<file path="src/rtl/rv32i_control_fsm_if.sv">
// Bundle of opcode/handshake inputs and strobe/status outputs exchanged
// between the multi-cycle RV32I control unit and the rest of the datapath.
interface rv32i_control_fsm_if #(
  parameter int unsigned INSTRET_W = 32
);
  logic [6:0]           opcode;
  logic                 branch_taken;
  logic                 mem_ready;
  logic [2:0]           control_unit_state;
  logic                 ir_we;
  logic                 oldpc_we;
  logic                 pc_we;
  logic                 pc_lsb_clr;
  logic                 rf_we;
  logic [1:0]           wb_sel;
  logic                 mem_req;
  logic                 mem_we;
  logic                 mem_is_instr;
  logic                 illegal;
  logic                 bus_error;
  logic                 halted;
  logic [INSTRET_W-1:0] instret;

  modport master (
    input  opcode, branch_taken, mem_ready,
    output control_unit_state, ir_we, oldpc_we, pc_we, pc_lsb_clr, rf_we,
           wb_sel, mem_req, mem_we, mem_is_instr, illegal, bus_error,
           halted, instret
  );

  modport slave (
    output opcode, branch_taken, mem_ready,
    input  control_unit_state, ir_we, oldpc_we, pc_we, pc_lsb_clr, rf_we,
           wb_sel, mem_req, mem_we, mem_is_instr, illegal, bus_error,
           halted, instret
  );
endinterface

</file>
<file path="src/rtl/rv32i_control_fsm.sv">
// Multi-cycle RV32I control unit: sequences fetch, decode, execute, memory
// and writeback, raises datapath strobes, counts retired instructions and
// halts on illegal opcodes or memory accesses that never complete.
module rv32i_control_fsm #(
  parameter int unsigned MEM_TIMEOUT = 16,
  parameter int unsigned INSTRET_W   = 32
) (
  input logic                 clk,
  input logic                 rst,
  rv32i_control_fsm_if.master bus
);

  typedef enum logic [2:0] {
    FETCH_S1     = 3'd0,
    DECODE_S2    = 3'd1,
    EXECUTE_S3   = 3'd2,
    MEMORY_S4    = 3'd3,
    WRITEBACK_S5 = 3'd4,
    TRAP_S6      = 3'd5
  } state_t;

  localparam logic [6:0] OP_R      = 7'b0110011;
  localparam logic [6:0] OP_I      = 7'b0010011;
  localparam logic [6:0] OP_LOAD   = 7'b0000011;
  localparam logic [6:0] OP_STORE  = 7'b0100011;
  localparam logic [6:0] OP_BRANCH = 7'b1100011;
  localparam logic [6:0] OP_JAL    = 7'b1101111;
  localparam logic [6:0] OP_JALR   = 7'b1100111;
  localparam logic [6:0] OP_LUI    = 7'b0110111;
  localparam logic [6:0] OP_AUIPC  = 7'b0010111;

  localparam int unsigned WAIT_W = (MEM_TIMEOUT > 1) ? $clog2(MEM_TIMEOUT + 1) : 1;

  state_t               state, state_next;
  logic [WAIT_W-1:0]    wait_cnt;
  logic [31:0]          wait_ext;
  logic                 wait_limit;
  logic                 retire;
  logic                 illegal_set;
  logic                 bus_err_set;
  logic                 illegal_q;
  logic                 bus_error_q;
  logic [INSTRET_W-1:0] instret_q;

  logic                 ir_we, oldpc_we, pc_we, pc_lsb_clr, rf_we;
  logic [1:0]           wb_sel;
  logic                 mem_req, mem_we, mem_is_instr;

  // A stalled access times out when this cycle would be the MEM_TIMEOUT-th
  // consecutive wait; a zero limit disables the check entirely.
  assign wait_ext   = 32'(wait_cnt);
  assign wait_limit = (MEM_TIMEOUT != 0) && ((wait_ext + 32'd1) == MEM_TIMEOUT);

  // Next state and strobes; reset forces every strobe low and steers to fetch.
  always_comb begin
    state_next   = state;
    ir_we        = 1'b0;
    oldpc_we     = 1'b0;
    pc_we        = 1'b0;
    pc_lsb_clr   = 1'b0;
    rf_we        = 1'b0;
    wb_sel       = 2'd0;
    mem_req      = 1'b0;
    mem_we       = 1'b0;
    mem_is_instr = 1'b0;
    retire       = 1'b0;
    illegal_set  = 1'b0;
    bus_err_set  = 1'b0;
    if (rst) begin
      state_next = FETCH_S1;
    end else begin
      case (state)
        FETCH_S1: begin
          mem_req      = 1'b1;
          mem_is_instr = 1'b1;
          if (bus.mem_ready) begin
            ir_we      = 1'b1;
            oldpc_we   = 1'b1;
            pc_we      = 1'b1;
            state_next = DECODE_S2;
          end else if (wait_limit) begin
            bus_err_set = 1'b1;
            state_next  = TRAP_S6;
          end
        end
        DECODE_S2: begin
          case (bus.opcode)
            OP_R, OP_I, OP_LOAD, OP_STORE, OP_BRANCH,
            OP_JAL, OP_JALR, OP_LUI, OP_AUIPC: state_next = EXECUTE_S3;
            default: begin
              illegal_set = 1'b1;
              state_next  = TRAP_S6;
            end
          endcase
        end
        EXECUTE_S3: begin
          case (bus.opcode)
            OP_R, OP_I, OP_LUI, OP_AUIPC: state_next = WRITEBACK_S5;
            OP_LOAD, OP_STORE:            state_next = MEMORY_S4;
            OP_BRANCH: begin
              pc_we      = bus.branch_taken;
              retire     = 1'b1;
              state_next = FETCH_S1;
            end
            OP_JAL, OP_JALR: begin
              rf_we      = 1'b1;
              wb_sel     = 2'd2;
              pc_we      = 1'b1;
              pc_lsb_clr = (bus.opcode == OP_JALR);
              retire     = 1'b1;
              state_next = FETCH_S1;
            end
            default: begin
              illegal_set = 1'b1;
              state_next  = TRAP_S6;
            end
          endcase
        end
        MEMORY_S4: begin
          mem_req = 1'b1;
          mem_we  = (bus.opcode == OP_STORE);
          if (bus.mem_ready) begin
            if (bus.opcode == OP_STORE) begin
              retire     = 1'b1;
              state_next = FETCH_S1;
            end else begin
              state_next = WRITEBACK_S5;
            end
          end else if (wait_limit) begin
            bus_err_set = 1'b1;
            state_next  = TRAP_S6;
          end
        end
        WRITEBACK_S5: begin
          rf_we      = 1'b1;
          wb_sel     = (bus.opcode == OP_LOAD) ? 2'd1 : 2'd0;
          retire     = 1'b1;
          state_next = FETCH_S1;
        end
        TRAP_S6: state_next = TRAP_S6;
        default: state_next = FETCH_S1;
      endcase
    end
  end

  // State register, sticky error flags and retired-instruction counter.
  always_ff @(posedge clk) begin
    if (rst) begin
      state       <= FETCH_S1;
      illegal_q   <= 1'b0;
      bus_error_q <= 1'b0;
      instret_q   <= '0;
    end else begin
      state <= state_next;
      if (illegal_set) illegal_q <= 1'b1;
      if (bus_err_set) bus_error_q <= 1'b1;
      if (retire) instret_q <= instret_q + {{(INSTRET_W-1){1'b0}}, 1'b1};
    end
  end

  // Counts consecutive stalled cycles of one access; any progress or state
  // change starts the count over.
  always_ff @(posedge clk) begin
    if (rst) begin
      wait_cnt <= '0;
    end else if ((state_next != state) || bus.mem_ready || !mem_req) begin
      wait_cnt <= '0;
    end else begin
      wait_cnt <= wait_cnt + {{(WAIT_W-1){1'b0}}, 1'b1};
    end
  end

  assign bus.control_unit_state = state;
  assign bus.ir_we              = ir_we;
  assign bus.oldpc_we           = oldpc_we;
  assign bus.pc_we              = pc_we;
  assign bus.pc_lsb_clr         = pc_lsb_clr;
  assign bus.rf_we              = rf_we;
  assign bus.wb_sel             = wb_sel;
  assign bus.mem_req            = mem_req;
  assign bus.mem_we             = mem_we;
  assign bus.mem_is_instr       = mem_is_instr;
  assign bus.illegal            = illegal_q;
  assign bus.bus_error          = bus_error_q;
  assign bus.halted             = (state == TRAP_S6);
  assign bus.instret            = instret_q;

endmodule

</file>
<file path="src/flat_wrapper.sv">
// flat-port wrapper written by rule: the top's interface ports become plain ports
module rv32i_control_fsm_flat 
#(
  parameter int unsigned MEM_TIMEOUT = 16,
  parameter int unsigned INSTRET_W   = 32
)
  (clk, rst, bus_opcode, bus_branch_taken, bus_mem_ready, bus_control_unit_state, bus_ir_we, bus_oldpc_we, bus_pc_we, bus_pc_lsb_clr, bus_rf_we, bus_wb_sel, bus_mem_req, bus_mem_we, bus_mem_is_instr, bus_illegal, bus_bus_error, bus_halted, bus_instret);
  rv32i_control_fsm_if #(.INSTRET_W(INSTRET_W)) bus_i ();
  input logic clk;
  input logic rst;
  input wire logic [$bits(bus_i.opcode)-1:0] bus_opcode;
  input wire logic [$bits(bus_i.branch_taken)-1:0] bus_branch_taken;
  input wire logic [$bits(bus_i.mem_ready)-1:0] bus_mem_ready;
  output wire logic [$bits(bus_i.control_unit_state)-1:0] bus_control_unit_state;
  output wire logic [$bits(bus_i.ir_we)-1:0] bus_ir_we;
  output wire logic [$bits(bus_i.oldpc_we)-1:0] bus_oldpc_we;
  output wire logic [$bits(bus_i.pc_we)-1:0] bus_pc_we;
  output wire logic [$bits(bus_i.pc_lsb_clr)-1:0] bus_pc_lsb_clr;
  output wire logic [$bits(bus_i.rf_we)-1:0] bus_rf_we;
  output wire logic [$bits(bus_i.wb_sel)-1:0] bus_wb_sel;
  output wire logic [$bits(bus_i.mem_req)-1:0] bus_mem_req;
  output wire logic [$bits(bus_i.mem_we)-1:0] bus_mem_we;
  output wire logic [$bits(bus_i.mem_is_instr)-1:0] bus_mem_is_instr;
  output wire logic [$bits(bus_i.illegal)-1:0] bus_illegal;
  output wire logic [$bits(bus_i.bus_error)-1:0] bus_bus_error;
  output wire logic [$bits(bus_i.halted)-1:0] bus_halted;
  output wire logic [$bits(bus_i.instret)-1:0] bus_instret;
  assign bus_i.opcode = bus_opcode;
  assign bus_i.branch_taken = bus_branch_taken;
  assign bus_i.mem_ready = bus_mem_ready;
  assign bus_control_unit_state = bus_i.control_unit_state;
  assign bus_ir_we = bus_i.ir_we;
  assign bus_oldpc_we = bus_i.oldpc_we;
  assign bus_pc_we = bus_i.pc_we;
  assign bus_pc_lsb_clr = bus_i.pc_lsb_clr;
  assign bus_rf_we = bus_i.rf_we;
  assign bus_wb_sel = bus_i.wb_sel;
  assign bus_mem_req = bus_i.mem_req;
  assign bus_mem_we = bus_i.mem_we;
  assign bus_mem_is_instr = bus_i.mem_is_instr;
  assign bus_illegal = bus_i.illegal;
  assign bus_bus_error = bus_i.bus_error;
  assign bus_halted = bus_i.halted;
  assign bus_instret = bus_i.instret;
  rv32i_control_fsm #(.MEM_TIMEOUT(MEM_TIMEOUT), .INSTRET_W(INSTRET_W)) u_core (.clk(clk), .rst(rst), .bus(bus_i));
endmodule
</file>
<file path="config.mk">
export PLATFORM = sky130hd
export DESIGN_NAME = rv32i_control_fsm_flat
export DESIGN_NICKNAME = d
export VERILOG_FILES = /design/src/rtl/rv32i_control_fsm_if.sv /design/src/rtl/rv32i_control_fsm.sv /design/src/flat_wrapper.sv
export SDC_FILE = /design/constraint.sdc
export NUM_CORES = 1
export LEC_CHECK = 0
export CAP_MARGIN = 25
export CELL_PAD_IN_SITES_DETAIL_PLACEMENT = 1
export CELL_PAD_IN_SITES_GLOBAL_PLACEMENT = 1
export CORE_MARGIN = 1.5
export CORE_UTILIZATION = 35
export CTS_BUF_LIST = sky130_fd_sc_hd__clkbuf_4 sky130_fd_sc_hd__clkbuf_8 sky130_fd_sc_hd__clkbuf_16
export DETAILED_ROUTE_END_ITERATION = 8
export GPL_TIMING_DRIVEN = 1
export PLACE_DENSITY_LB_ADDON = 0.1
export SETUP_SLACK_MARGIN = 0.2
export SLEW_MARGIN = 20
export SYNTH_ARGS = -nofsm -noshare
export SYNTH_HDL_FRONTEND = slang
export SYNTH_SLANG_ARGS = --single-unit
export TNS_END_PERCENT = 10
</file>
<file path="constraint.sdc">
create_clock -name clk -period 3.35 [get_ports clk]
set_input_delay 1.005 -clock clk [delete_from_list [all_inputs] [get_ports clk]]
set_output_delay 1.005 -clock clk [all_outputs]
set_load 0.01 [all_outputs]
</file>
### Word level (Yosys, flattened, before mapping)

Index checks and enable logic that the tools add are counted.

* add/subtract/negate cells: 3
* multiplexer cells: 42
* equal/unequal tests: 16
* reduce and logical (&&, ||, !) cells: 12

Operator list (count)
* $add A32 B1 Y32 const B: 1
* $eq A32 B5 Y1 const B: 1
* $mux W1: 27
* $eq A7 B6 Y1 const B: 3
* $eq A7 B7 Y1 const B: 3
* $mux W3: 6
* $pmux W3 S5: 1
* $eq A7 B5 Y1 const B: 2
* $reduce_or A2 Y1: 5
* $pmux W3 S3: 1
* $reduce_or A9 Y1: 1
* $eq A7 B2 Y1 const B: 1
* $add A5 B1 Y6 const B: 1
* $eq A3 B2 Y1 const B: 2
* $eq A3 B3 Y1 const B: 2
* $pmux W1 S2: 3
* $add A5 B1 Y5 const B: 1
* $mux W2: 2
* $pmux W2 S2: 1
* $reduce_or A4 Y1: 1
* $eq A3 B1 Y1 const B: 1
* $logic_not A3 Y1: 1
* $ne A3 B3 Y1: 1
* $pmux W1 S3: 1
* other kinds (3): 4

* bits of input ports: 11
* output and inout port bits: 48
* word-level logic and storage cells: 78
* flip-flop bits (word level): 42

### Depth between registers and ports, before layout

* depth after elaboration: 10
* depth in mapped cells: 8
* gate-level depth less buffers: 5

### Worst setup path before layout

OpenSTA, ideal clock, no wires.

* kind: input port to output port
* from: input bus_opcode[2]
* to: output bus_wb_sel[0]
* path buffers: 0
* data required time: 2.345 ns
* cell stages on the path: 3
* arrival: 1.866 ns
* slack: 0.479 ns
* cell sequence: nor4_1 nand2_1 nor4_1

* cells in the longest elaborated chain, start to end: 4

Ends and longest elaborated chain
* start, declared: RTL line flat_wrapper.sv:11 `input wire logic [$bits(bus_i.opcode)-1:0] bus_opcode;`
* $eq A7 B2 Y1: RTL line rv32i_control_fsm.sv:136 `wb_sel = (bus.opcode == OP_LOAD) ? 2'd1 : 2'd0;`
* $mux W1: RTL line rv32i_control_fsm.sv:136
* $pmux W2 S2: RTL line rv32i_control_fsm.sv:72 `case (state)`
* $mux W2: RTL line rv32i_control_fsm.sv:69 `if (rst) begin`
* end, declared: RTL line flat_wrapper.sv:20 `output wire logic [$bits(bus_i.wb_sel)-1:0] bus_wb_sel;`

No other way between the ends.

### Worst setup path in the final report

* from: input bus_opcode[3]
* to: output bus_wb_sel[0]

The elaborated chain is that of the path after synthesis.

==> results.py <==
metrics = {
    "logic_synthesis": {
        "synth-xor-area-share_pct": 2.63,
        "synth.distinct_cells": 51,
        "async_reset_ff_share_pct": 0,
        "synth-seq-cells": 42,
        "seq_area_frac_synth_pct": 36.1,
        "ys_dominant_reg_cell": "dfxtp_1",
        "synthAdderAreaFrac_pct": 1.07,
        "syn_area_per_cell_um2": 8.24,
        "ys_warn_count": 0,
        "syn_nets": 296,
        "synthTopCellsByArea": "dfxtp_1 (36%), or4_1 (5.5%), a21oi_1 (5.4%), o31ai_1 (5.2%), nor2_1 (3.7%)",
        "syn-instance-count": 283,
        "synth_mux_area_share_pct": 1.88,
        "synth_top_area_share_pct": 36.1,
        "synth-simple-area-share_pct": 32.6,
        "yosys.area.top_type": "dfxtp_1",
        "synth_most_common_cell": "dfxtp_1",
        "netlist_area_mm2": 0.00233,
        "synth_compound_area_share_pct": 21.3,
        "ys_top_cells_by_count": "dfxtp_1 (42), a21oi_1 (25), nor2_1 (23)",
        "synth_edf_count": 0,
        "synth_top_family_by_area": "simple AND/OR/NAND/NOR gates",
    },
    "worst_hold_path": {
        "min_from": "u_core.bus.bus_error",
        "min_to": "u_core.bus.bus_error",
        "hold_path_class": "reg2reg",
        "holdPathStages": 2,
    },
    "setup_path": {
        "required_ps": 2340,
        "cp_slowest_stage_delay_ps": 290,
        "critPathKind": "in2out",
        "arrival_ps": 2190,
        "cpMaxStageDelayCell": "nor4_2",
        "cp-startpoint": "bus_opcode[3]",
        "endpoint_kind": "output pin",
        "rrSetupSlack_ps": 1020,
        "regToRegStartpoint": "u_core.bus.control_unit_state[1]",
        "startpoint_type": "input pin",
        "crit_chain": "dlygate4sd2_1 > nor4_2 > buf_4 > nand2_2 > nor4_1 > buf_2",
        "worst_r2r_endpoint": "u_core.bus.instret[28]",
        "cp_max_fo": 2,
        "reg2regPathDepth": 6,
    },
    "cells_and_area": {
        "fin_area_mm2": 0.00330,
        "layout.nets": 379,
        "final.fill_count": 763,
        "post-route-util_pct": 51.7,
        "diodes": 0,
        "area_growth_pct": 41.8,
        "layoutNonFillerInstCount": 444,
        "drive_gt1_share_pct": 18.5,
    },
    "power": {
        "powerDensity_mw_per_mm2": 315,
        "pwr-share-comb_pct": 16.6,
        "vdd_drop_max_mv": 0.178,
        "swShare_pct": 26.8,
        "p_sw_uw": 279,
        "clock_power_share_pct": 33.5,
        "power_mw": 1.04,
        "p_int_uw": 761,
        "p_seq_share_pct": 49.9,
        "p_leak_nw": 1.19,
    },
    "floorplan": {
        "pin_count": 59,
        "dieHeight_um": 84.6,
        "rows": 29,
        "initial_core_util_pct": 36.5,
        "core_area_mm2": 0.00639,
        "die-area_mm2": 0.00716,
        "chipWidth_um": 84.6,
    },
    "detailed_routing": {
        "dr.pass1.iters": 4,
        "first_iter_violations": 91,
        "ant_nets": 0,
        "via_per_inst": 5.51,
        "wirelength_um": 6620,
        "vias": 2446,
        "drc": 0,
        "avgRoutedWirePerCell_um": 14.9,
    },
    "timing": {
        "setup_slack_ps": 150,
        "slew_viol_final": 0,
        "rsz0062_at_grt": "yes",
        "final-hold-violation-count": 0,
        "period_share_pct": 95.5,
        "finalSetupViolCount": 0,
        "finalSetupTns_ps": 0,
        "fin_crit_ps": 3200,
        "clock_skew_ps": 8.14,
        "relSlewSlack_pct": 55.5,
        "fin_hold_ws_ps": 492,
        "worstMarginPinSlew_ps": 665,
        "max_freq_mhz": 313,
    },
    "clock_network": {
        "cts_buffer_depth": 2,
        "htree_levels": 2,
        "clkSinkCount": 42,
        "holdBufCountCts": 0,
        "clkTransAtPathRegs_ps": 80,
        "cts_tree": "built",
        "clock_latency_ps": 300,
        "numCtsBuffers": 5,
        "clockRootBuffer": "clkbuf_8",
    },
    "global_routing": {
        "antenna_found_initial": 0,
        "grt_pass1_vias": 2413,
        "grt_use_total_pct": 18.9,
        "grt_pass1_wl_um": 11200,
        "overflow": 0,
        "grt_max_degree": 38,
    },
    "placed_design": {
        "dp_slack_ps": -493,
        "dpl.cell_count": 434,
        "dpl_cell_area_mm2": 0.00318,
        "finalWeightedCongestion": 0.763,
        "hpwl_um": 4780,
        "port_buffers": 58,
    },
    "outcome": {
        "status": "complete, no violations",
    },
    "job": {
        "drv_cap": 0,
    },
}
==> worst max-delay path by stage <==
stage / to / slack (ps) / cells past startpoint
4_1_cts: bus_rf_we / 60 / 6
3_5_place_dp: bus_wb_sel[0] / -490 / 6
2_1_floorplan: bus_wb_sel[0] / 480 / 3
6_report: bus_wb_sel[0] / 150 / 6
5_1_grt: bus_wb_sel[0] / 60 / 6
3_3_place_gp: bus_wb_sel[0] / -480 / 6
==> metal layers <==
layer / wire length, um / vias up / global-route usage, %
li1: - / 1231 / -
met1: 3020 / 1164 / 23.8
met2: 3270 / 41 / 32.8
met3: 206 / 10 / 3.34
met4: 128 / 0 / 6.16
met5: 0 / - / 0
==> critical path, delay by kind of cell <==
kind / cells / cell delay [ps]
buffers and inverters: 3 / 590
and+or+nand+nor: 3 / 610
==> cell usage in the layout (no fill, tap or decap), drive strengths merged, types with 3 or more instances in the layout <==
cell	n
dfxtp	42
clkdlybuf4s50	41
buf	39
a21oi	25
nor2	23
nand2	18
or4	18
o31ai	17
nand3	13
o21ai	11
nand4	10
clkbuf	9
inv	8
nor3	7
or3	7
nand2b	6
nor2b	5
dlygate4sd2	5
nor4	5
xor2	4
dlymetal6s2s	4
o211ai	4
and2	3
xnor2	3
nand3b	3
and4	3
mux2	3
o21a	3
==> state kept, by name, summed over array words and instances, names as in the netlist <==
signal,count
u_core.wait_cnt,5
u_core.bus.control_unit_state,3
u_core.bus.instret,32
u_core.bus.illegal,1
u_core.bus.bus_error,1
==> layout make-up <==
cell class | count | area [um2] | share of cell area (%)
Clock buffer | 6 | 82.6 | 2.50
Clock inverter | 2 | 12.5 | 0.379
Inverter | 8 | 30.0 | 0.909
Multi-Input combinational cell | 217 | 1440 | 43.6
Sequential cell | 42 | 841 | 25.4
Tap cell | 77 | 96.3 | 2.92
Timing Repair Buffer | 92 | 802 | 24.3
==> power groups by stage <==
stage	Sequential [mW]	Clock [mW]	Combinational, mW
detailed placement	0.530	0	0.175
global placement	0.529	0	0.174
CTS	0.518	0.361	0.174
floorplan	0.531	0	0.0757
finish	0.518	0.348	0.173
global route	0.520	0.381	0.188
==> kinds of logic (layout without fill, tap and decap cells) <==
| logic type | count (synthesis) | after routing |
|---|---|---|
| xor+xnor | 7 | 7 |
| fa+ha+maj | 2 | 2 |
| mux | 4 | 4 |
| buf+inv | 24 | 108 |
| flops | 42 | 42 |
| simple gates | 131 | 131 |
| compound gates | 73 | 73 |
==> timing repair <==
item | 4_1_cts | 5_1_grt
setup endpoints to repair | 28 | 18
buffers inserted | 2 | 0
gates resized for setup | 28 | 18
pin swaps | 3 | 5
Power figures use the tool's default switching activity.
